[src/rtl/i2c_scl_timebase_pkg.sv]
// Shared I2C timing types, nominal bus rates and divider helper.
package i2c_pkg;

  typedef enum logic [1:0] {
    SPD_STD      = 2'd0,
    SPD_FAST     = 2'd1,
    SPD_FASTPLUS = 2'd2,
    SPD_CUSTOM   = 2'd3
  } i2c_speed_e;

  typedef enum logic [1:0] {Q0 = 2'd0, Q1 = 2'd1, Q2 = 2'd2, Q3 = 2'd3} phase_e;

  localparam int unsigned F_STD      = 100_000;
  localparam int unsigned F_FAST     = 400_000;
  localparam int unsigned F_FASTPLUS = 1_000_000;
  localparam int unsigned MIN_QDIV   = 4;

  // Rounds up so the generated SCL never runs faster than nominal.
  function automatic int unsigned qdiv_calc(input int unsigned clk_hz, input int unsigned f);
    return (clk_hz + 4 * f - 1) / (4 * f);
  endfunction

endpackage

[src/rtl/i2c_scl_timebase_if.sv]
// Control/status bundle between the I2C master FSM and the SCL timebase.
interface i2c_scl_timebase_if #(parameter int CNT_W = 12);
  import i2c_pkg::*;

  logic             en;
  i2c_speed_e       mode;
  logic [CNT_W-1:0] div_custom;
  logic             scl_in;
  logic             tick;
  logic [1:0]       phase;
  logic             scl_out;
  logic             stretched;
  logic             cfg_err;

  modport master (output en, mode, div_custom, scl_in,
                  input  tick, phase, scl_out, stretched, cfg_err);
  modport slave  (input  en, mode, div_custom, scl_in,
                  output tick, phase, scl_out, stretched, cfg_err);
endinterface

[src/rtl/i2c_scl_timebase_sync_2ff.sv]
// Single-bit two-flop synchronizer for the asynchronous SCL bus sample.
module sync_2ff #(
  parameter logic RST_VAL = 1'b0
) (
  input  logic clk,
  input  logic rst,
  input  logic d_i,
  output logic q_o
);
  logic [1:0] ff_q;

  always_ff @(posedge clk) begin
    if (rst) ff_q <= {2{RST_VAL}};
    else     ff_q <= {ff_q[0], d_i};
  end

  assign q_o = ff_q[1];
endmodule

[src/rtl/i2c_scl_timebase.sv]
// I2C quarter-period tick / phase / SCL level generator.
// Optional slave clock-stretch hold is built when I2C_STRETCH_EN is defined.
module i2c_scl_timebase
  import i2c_pkg::*;
#(
  parameter int unsigned CLK_FREQ_HZ = 100_000_000,
  parameter int          CNT_W       = 12
) (
  input logic               clk,
  input logic               rst,
  i2c_scl_timebase_if.slave bus
);
  localparam int unsigned QD_STD = qdiv_calc(CLK_FREQ_HZ, F_STD);
  localparam int unsigned QD_FST = qdiv_calc(CLK_FREQ_HZ, F_FAST);
  localparam int unsigned QD_FPL = qdiv_calc(CLK_FREQ_HZ, F_FASTPLUS);

  if ((QD_STD >> CNT_W) != 0 || (QD_FST >> CNT_W) != 0 || (QD_FPL >> CNT_W) != 0 ||
      (MIN_QDIV >> CNT_W) != 0) begin : g_div_range
    $error("i2c_scl_timebase: divider does not fit in CNT_W bits");
  end

  localparam logic [CNT_W-1:0] DIV_STD = CNT_W'(QD_STD);
  localparam logic [CNT_W-1:0] DIV_FST = CNT_W'(QD_FST);
  localparam logic [CNT_W-1:0] DIV_FPL = CNT_W'(QD_FPL);
  localparam logic [CNT_W-1:0] DIV_MIN = CNT_W'(MIN_QDIV);
  localparam logic [CNT_W-1:0] ONE     = CNT_W'(1);

  logic [CNT_W-1:0] cnt_q, cnt_d, div_q, div_d, div_sel;
  logic             err_q, err_d, err_sel;
  phase_e           phase_q, phase_d;
  logic             scl_q, scl_d;
  logic             hold, tick, cfg_upd;

`ifdef I2C_STRETCH_EN
  logic scl_sync;

  sync_2ff #(.RST_VAL(1'b1)) u_sync (
    .clk (clk),
    .rst (rst),
    .d_i (bus.scl_in),
    .q_o (scl_sync)
  );

  assign hold = bus.en & (phase_q == Q2) & (cnt_q == '0) & ~scl_sync;
`else
  logic unused_scl_in;
  assign unused_scl_in = bus.scl_in;
  assign hold          = 1'b0;
`endif

  always_comb begin
    div_sel = DIV_STD;
    err_sel = 1'b0;
    case (bus.mode)
      SPD_STD:      div_sel = DIV_STD;
      SPD_FAST:     div_sel = DIV_FST;
      SPD_FASTPLUS: div_sel = DIV_FPL;
      SPD_CUSTOM: begin
        if (bus.div_custom < DIV_MIN) begin
          div_sel = DIV_MIN;
          err_sel = 1'b1;
        end else begin
          div_sel = bus.div_custom;
        end
      end
      default:      div_sel = DIV_STD;
    endcase
  end

  // Config only moves while idle or on the period boundary, so a period never mixes speeds.
  always_comb begin
    tick    = bus.en & (cnt_q == '0) & ~hold;
    cfg_upd = ~bus.en | (tick & (phase_q == Q3));
    div_d   = cfg_upd ? div_sel : div_q;
    err_d   = cfg_upd ? err_sel : err_q;
    phase_d = phase_q;
    scl_d   = scl_q;
    cnt_d   = cnt_q;
    if (!bus.en) begin
      phase_d = Q0;
      scl_d   = 1'b1;
      cnt_d   = div_d - ONE;
    end else if (tick) begin
      case (phase_q)
        Q0:      phase_d = Q1;
        Q1:      phase_d = Q2;
        Q2:      phase_d = Q3;
        default: phase_d = Q0;
      endcase
      scl_d = (phase_d == Q2) || (phase_d == Q3);
      cnt_d = div_d - ONE;
    end else if (!hold) begin
      cnt_d = cnt_q - ONE;
    end
  end

  always_ff @(posedge clk) begin
    if (rst) begin
      phase_q <= Q0;
      scl_q   <= 1'b1;
      cnt_q   <= DIV_STD - ONE;
      div_q   <= DIV_STD;
      err_q   <= 1'b0;
    end else begin
      phase_q <= phase_d;
      scl_q   <= scl_d;
      cnt_q   <= cnt_d;
      div_q   <= div_d;
      err_q   <= err_d;
    end
  end

  assign bus.tick      = tick;
  assign bus.phase     = phase_q;
  assign bus.scl_out   = scl_q;
  assign bus.stretched = hold;
  assign bus.cfg_err   = err_q;
endmodule

[src/flat_wrapper.sv]
// flat-port wrapper written by rule: the top's interface ports become plain ports
module i2c_scl_timebase_flat import i2c_pkg::*;
#(
  parameter int unsigned CLK_FREQ_HZ = 100_000_000,
  parameter int          CNT_W       = 12
)
  (clk, rst, bus_en, bus_mode, bus_div_custom, bus_scl_in, bus_tick, bus_phase, bus_scl_out, bus_stretched, bus_cfg_err);
  i2c_scl_timebase_if #(.CNT_W(CNT_W)) bus_i ();
  input logic clk;
  input logic rst;
  input wire logic [$bits(bus_i.en)-1:0] bus_en;
  input wire logic [$bits(bus_i.mode)-1:0] bus_mode;
  input wire logic [$bits(bus_i.div_custom)-1:0] bus_div_custom;
  input wire logic [$bits(bus_i.scl_in)-1:0] bus_scl_in;
  output wire logic [$bits(bus_i.tick)-1:0] bus_tick;
  output wire logic [$bits(bus_i.phase)-1:0] bus_phase;
  output wire logic [$bits(bus_i.scl_out)-1:0] bus_scl_out;
  output wire logic [$bits(bus_i.stretched)-1:0] bus_stretched;
  output wire logic [$bits(bus_i.cfg_err)-1:0] bus_cfg_err;
  assign bus_i.en = bus_en;
  assign bus_i.mode = bus_mode;
  assign bus_i.div_custom = bus_div_custom;
  assign bus_i.scl_in = bus_scl_in;
  assign bus_tick = bus_i.tick;
  assign bus_phase = bus_i.phase;
  assign bus_scl_out = bus_i.scl_out;
  assign bus_stretched = bus_i.stretched;
  assign bus_cfg_err = bus_i.cfg_err;
  i2c_scl_timebase #(.CLK_FREQ_HZ(CLK_FREQ_HZ), .CNT_W(CNT_W)) u_core (.clk(clk), .rst(rst), .bus(bus_i));
endmodule
[config.mk]
export PLATFORM = sky130hd
export DESIGN_NAME = i2c_scl_timebase_flat
export DESIGN_NICKNAME = d
export VERILOG_FILES = /design/src/rtl/i2c_scl_timebase_pkg.sv /design/src/rtl/i2c_scl_timebase_if.sv /design/src/rtl/i2c_scl_timebase_sync_2ff.sv /design/src/rtl/i2c_scl_timebase.sv /design/src/flat_wrapper.sv
export SDC_FILE = /design/constraint.sdc
export NUM_CORES = 1
export LEC_CHECK = 0
export ABC_AREA = 1
export BUFFER_PORTS_ARGS = -buffer_cell sky130_fd_sc_hd__buf_2
export CORE_ASPECT_RATIO = 0.5
export CORE_UTILIZATION = 35
export CTS_CLUSTER_DIAMETER = 30
export DETAILED_ROUTE_END_ITERATION = 7
export GPL_ROUTABILITY_DRIVEN = 0
export GPL_TIMING_DRIVEN = 0
export SLEW_MARGIN = 20
export SYNTH_ARGS = -nofsm -noshare
export SYNTH_HDL_FRONTEND = slang
export SYNTH_SLANG_ARGS = --single-unit
[constraint.sdc]
create_clock -name clk -period 2.1 [get_ports clk]
set_clock_uncertainty 0.1 [all_clocks]
set_input_delay 0.21 -clock clk [delete_from_list [all_inputs] [get_ports clk]]
set_output_delay 0.21 -clock clk [all_outputs]
set_load 0.005 [all_outputs]
# Word-level counts from Yosys, hierarchy flattened
# Index checks and enable logic that the tools add are counted.
# totals
input_bits	18
ff_bits	28
out_inout_bits	6
# op_classes
add_sub_neg	2
muxes	10
n_reduce_logical	5
bitwise	4
eq_ne	8
n_lt_le_gt_ge	1
# op_table
cell	n
$mux W12	4
$pmux W12 S4	1
$sub A12 B1 Y12 const B	2
$eq A2 B2 Y1 const B	6
$logic_not A12 Y1	1
$lt A12 B3 Y1 const B	1
$pmux W2 S3	1
$eq A2 B1 Y1 const B	2
$logic_not A2 Y1	2
$mux W2	2
$and A1 B1 Y1	2
$mux W1	2
$reduce_or A2 Y1	1
$logic_or A1 B1 Y1	1
$not A1 Y1	1
$or A1 B1 Y1	1

# Logic depth before layout (Yosys ltp)
# depth
word_depth	8
depth_mapped	18

# Worst setup path after synthesis
# Ideal clock, no wire load.
# synth_path
path_type	reg2reg
start	reg u_core.cnt_q[0]
end	reg u_core.cnt_q[8]
slack_ns	-0.063
path_stages_with_launch	18
required_ns	1.889
t_arrival_ns	1.952
n_path_buf	1
period_less_slack_ns	2.163
path_cell_list	dfxtp_1 > inv_1 > ha_1 > inv_1 > nor3_4 > nand3_4 > nand2_4 > buf_6 > nand3_1 > nand2_1 > inv_2 > ha_1 > inv_1 > nor2_1 > nand3_1 > nand3_1 > nand3_1 > inv_1
# synth_between
elab_chain_len	8
# synth_rtl
element	line	text
start, declared	i2c_scl_timebase.sv:28	logic [CNT_W-1:0] cnt_q, cnt_d, div_q, div_d, div_sel;
start signal, assigned	i2c_scl_timebase.sv:101	cnt_q <= DIV_STD - ONE;
start signal, assigned	i2c_scl_timebase.sv:107	cnt_q <= cnt_d;
$logic_not A12 Y1	i2c_scl_timebase.sv:72	tick = bus.en & (cnt_q == '0) & ~hold;
$and A1 B1 Y1	i2c_scl_timebase.sv:72	
$and A1 B1 Y1	i2c_scl_timebase.sv:73	cfg_upd = ~bus.en | (tick & (phase_q == Q3));
$or A1 B1 Y1	i2c_scl_timebase.sv:73	
$mux W12	i2c_scl_timebase.sv:74	div_d = cfg_upd ? div_sel : div_q;
$sub A12 B1 Y12	i2c_scl_timebase.sv:82, i2c_scl_timebase.sv:91	
$mux W12	i2c_scl_timebase.sv:83	end else if (tick) begin
$mux W12 *	i2c_scl_timebase.sv:79	if (!bus.en) begin
# Mark *: on every way between the ends. The rest lies on a longest branch, timed or not.
# A chain may end at the register's enable or synchronous reset.

# Worst setup path after layout
# Ends and elaborated chain as after synthesis.

==> summary.md <==
| Metric | Value |
|---|---|
| Run status | finished with violations |
| Failing checks | setup timing |
| Crit path required time | 2190 ps |
| Initial Utilization | 37.6% |
| Fmax | 452 MHz |
| Worst EP arrival | 2300 ps |
| Synth Cell Area | 0.00192 mm² |
| GR met3 Demand/Resource | 3.21% |
| RSZ-0062 raised after global routing | yes |
| Dpl hpwl | 3460 µm |
| Startpoint Class | flop |
| Post-synth cell types | 36 |
| Rows | 18 |
| Synth area leaders | dfxtp_1, nand2_1, inv_1 |
| Layer with the highest usage | met2 |
| Die Width | 107 µm |
| Num Clock Sinks | 28 |
| Routed length per instance | 12.1 µm |
| Number of global-route vias before repair | 1723 |
| Slack of the critical path | -113 ps |
| Dpl cells | 384 |
| All-Layer GR Usage | 17.9% |
| CP max FO | 6 |
| Post-Syn Nets | 317 |
| Worst hold slack | 122 ps |
| Clk Latency, worst-skew pair | 280 ps |
| Yosys warning count | 0 |
| Lkg Pwr | 1.17 nW |
| Router iterations before antenna repair | 4 |
| Vias per cell | 4.69 |
| Synth top area share | 29.1% |
| # setup viols final | 9 |
| Post-layout util | 49.1% |
| Hold buffers post-CTS | 0 |
| Largest net degree at the start of global routing | 16 |
| Die Y-Extent | 54.4 µm |
| Synthesized flop and latch total | 28 |
| Layout Cells excl Fill | 404 |
| CP endpoint kind | flop |
| Clock root cell | clkbuf_8 |
| Crit path from | u_core.cnt_q[0] |
| Cells after Synth | 293 |
| Worst hold path startpoint | rst |
| PwrDens | 505 mW/mm² |
| Synth cell count leaders | nand2_1, inv_1, nor2_1 |
| Area Overhead vs Synth | 30.5% |
| Post-synth top area cell | dfxtp_1 |
| Total Routed Length | 4890 µm |
| Core box area | 0.00511 mm² |
| Setup TNS | -626 ps |
| VDD IR max | 0.254 mV |
| Critical path type | reg2reg |
| Period utilisation layout | 105% |
| Ports | 24 |
| CTS Buf Count | 3 |
| Worst-margin pin slew | 551 ps |
| Count leader, synth | nand2_1 |
| Residual DRC count | 0 |
| Async S/R FF share, synth | 0% |
| Remaining Overflow, GRT | 0 |
| DR vias | 1894 |
| Syn_area_per_cell | 6.57 µm² |
| Max_cap viols | 0 |
| Die area | 0.00582 mm² |
| Reg clk slew, reported paths | 110 ps |
| Seq/Total Area, Yosys | 29.1% |
| Antenna viol nets, final | 0 |
| M2 GR Usage | 31.7% |
| Post-synth EDFFs | 0 |
| Share of layout cells above drive strength 1 | 32.9% |
| DRT iter0 DRCs | 93 |
| # port buffers | 21 |
| Minimum clock period | 2210 ps |
| Fin nets | 359 |
| H-tree depth | 1 |
| Antenna violations before repair | 0 |
| CTS tree | done |
| Max Slew Vio Count | 0 |
| Worst R2R Start | u_core.cnt_q[0] |
| Worst Hold Class | in2reg |
| Ant diodes | 0 |
| Relative slew slack | 63.2% |
| Most used DFF post-synth | dfxtp_1 |
| Final Hold Fails | 0 |
| GR Layer Usage met1 | 23.4% |
| CTS Buffer Depth | 2 |
| First-pass GRT wire length | 8010 µm |
worst paths after layout:
path | depth (start not counted) | slack, ps | end
setup / recovery | 17 | -110 | u_core.cnt_q[8]
setup reg to reg | 17 | -110 | u_core.cnt_q[8]
hold reg to reg | 2 | 380 | u_core.bus.scl_out
hold / removal | 3 | 120 | u_core.bus.scl_out
state kept, by name, summed over array words and instances, names as in the netlist:
| register | count |
|---|---|
| u_core.bus.phase | 2 |
| u_core.div_q | 12 |
| u_core.bus.scl_out | 1 |
| u_core.bus.cfg_err | 1 |
| u_core.cnt_q | 12 |
worst max-delay path, stage by stage, from the launching register on:
cell and delay [ps]:
dfxtp_2 340, inv_2 70, ha_4 130, inv_4 40, nor3_4 200, nand3_4 160, nand2_8 140, buf_8 130
nand3_4 70, nand2_4 90, inv_4 50, ha_4 170, inv_6 80, nor2_4 40, nand3_1 90, nand3_1 90
nand3_1 70, inv_1 40
timing repair:
item / 4_1_cts / 5_1_grt
gates resized for setup: 32 / 22
gates cloned: 1 / 1
pin swaps: 12 / 13
buffers inserted: 8 / 6
setup endpoints to repair: 11 / 10
endpoints found under the hold margin: 0 / 0
cell type report:
cell class	count	area [µm²]
Buffer	8	61.3
Clock buffer	4	55.1
Fill cell	496	2600
Inverter	44	178
Multi-Input combinational cell	213	1320
Sequential cell	28	563
Tap cell	70	87.6
Timing Repair Buffer	37	244
layout by cell type, fill, tap and decap left out, drive strengths merged:
cell / count
o21bai: 1
nand2: 79
nand3: 28
nand3b: 2
buf: 40
xnor2: 3
ha: 6
xor2: 6
o211ai: 2
conb: 1
nor3: 5
and3: 1
clkbuf: 9
o21ai: 18
dfxtp: 28
nor4: 2
inv: 44
a21oi: 12
nor2: 45
o22ai: 2
per-layer routing:
layer,wire length [µm],up-vias
met4,38,0
met3,283,4
met5,0,-
met2,2210,47
li1,-,1007
met1,2360,836
metrics by stage:
stage	cell area, µm²	setup WS [ps]	power (mW)
finish	2510	-113	1.27
global route	2510	-292	1.34
CTS	2360	-31.6	1.23
detailed placement	2130	-343	0.842
global placement	2130	-316	0.838
floorplan	1940	-14.0	0.773
kinds of logic (layout without fill, tap and decap cells):
logic type / Yosys count / after routing / synth area share, %
XOR/XNOR: 9 / 9 / 4.10
flip-flops: 28 / 28 / 29.1
other: 1 / 1 / 0.195
buffers and inverters: 52 / 93 / 11.4
AND/OR/NAND/NOR: 162 / 162 / 40.7
AO/OA/AOI/OAI: 35 / 35 / 10.6
adder cells (fa/ha/maj): 6 / 6 / 3.90
report_power, final:
| group | leakage [nW] | internal (mW) | total [mW] | switching [mW] |
|---|---|---|---|---|
| sequential | 0.230 | 0.560 | 0.586 | 0.0258 |
| clock | 0.0288 | 0.168 | 0.351 | 0.183 |
| combinational | 0.909 | 0.139 | 0.331 | 0.192 |
| total | 1.17 | 0.868 | 1.27 | 0.401 |
No activity file was read; power rests on OpenSTA's default activity.
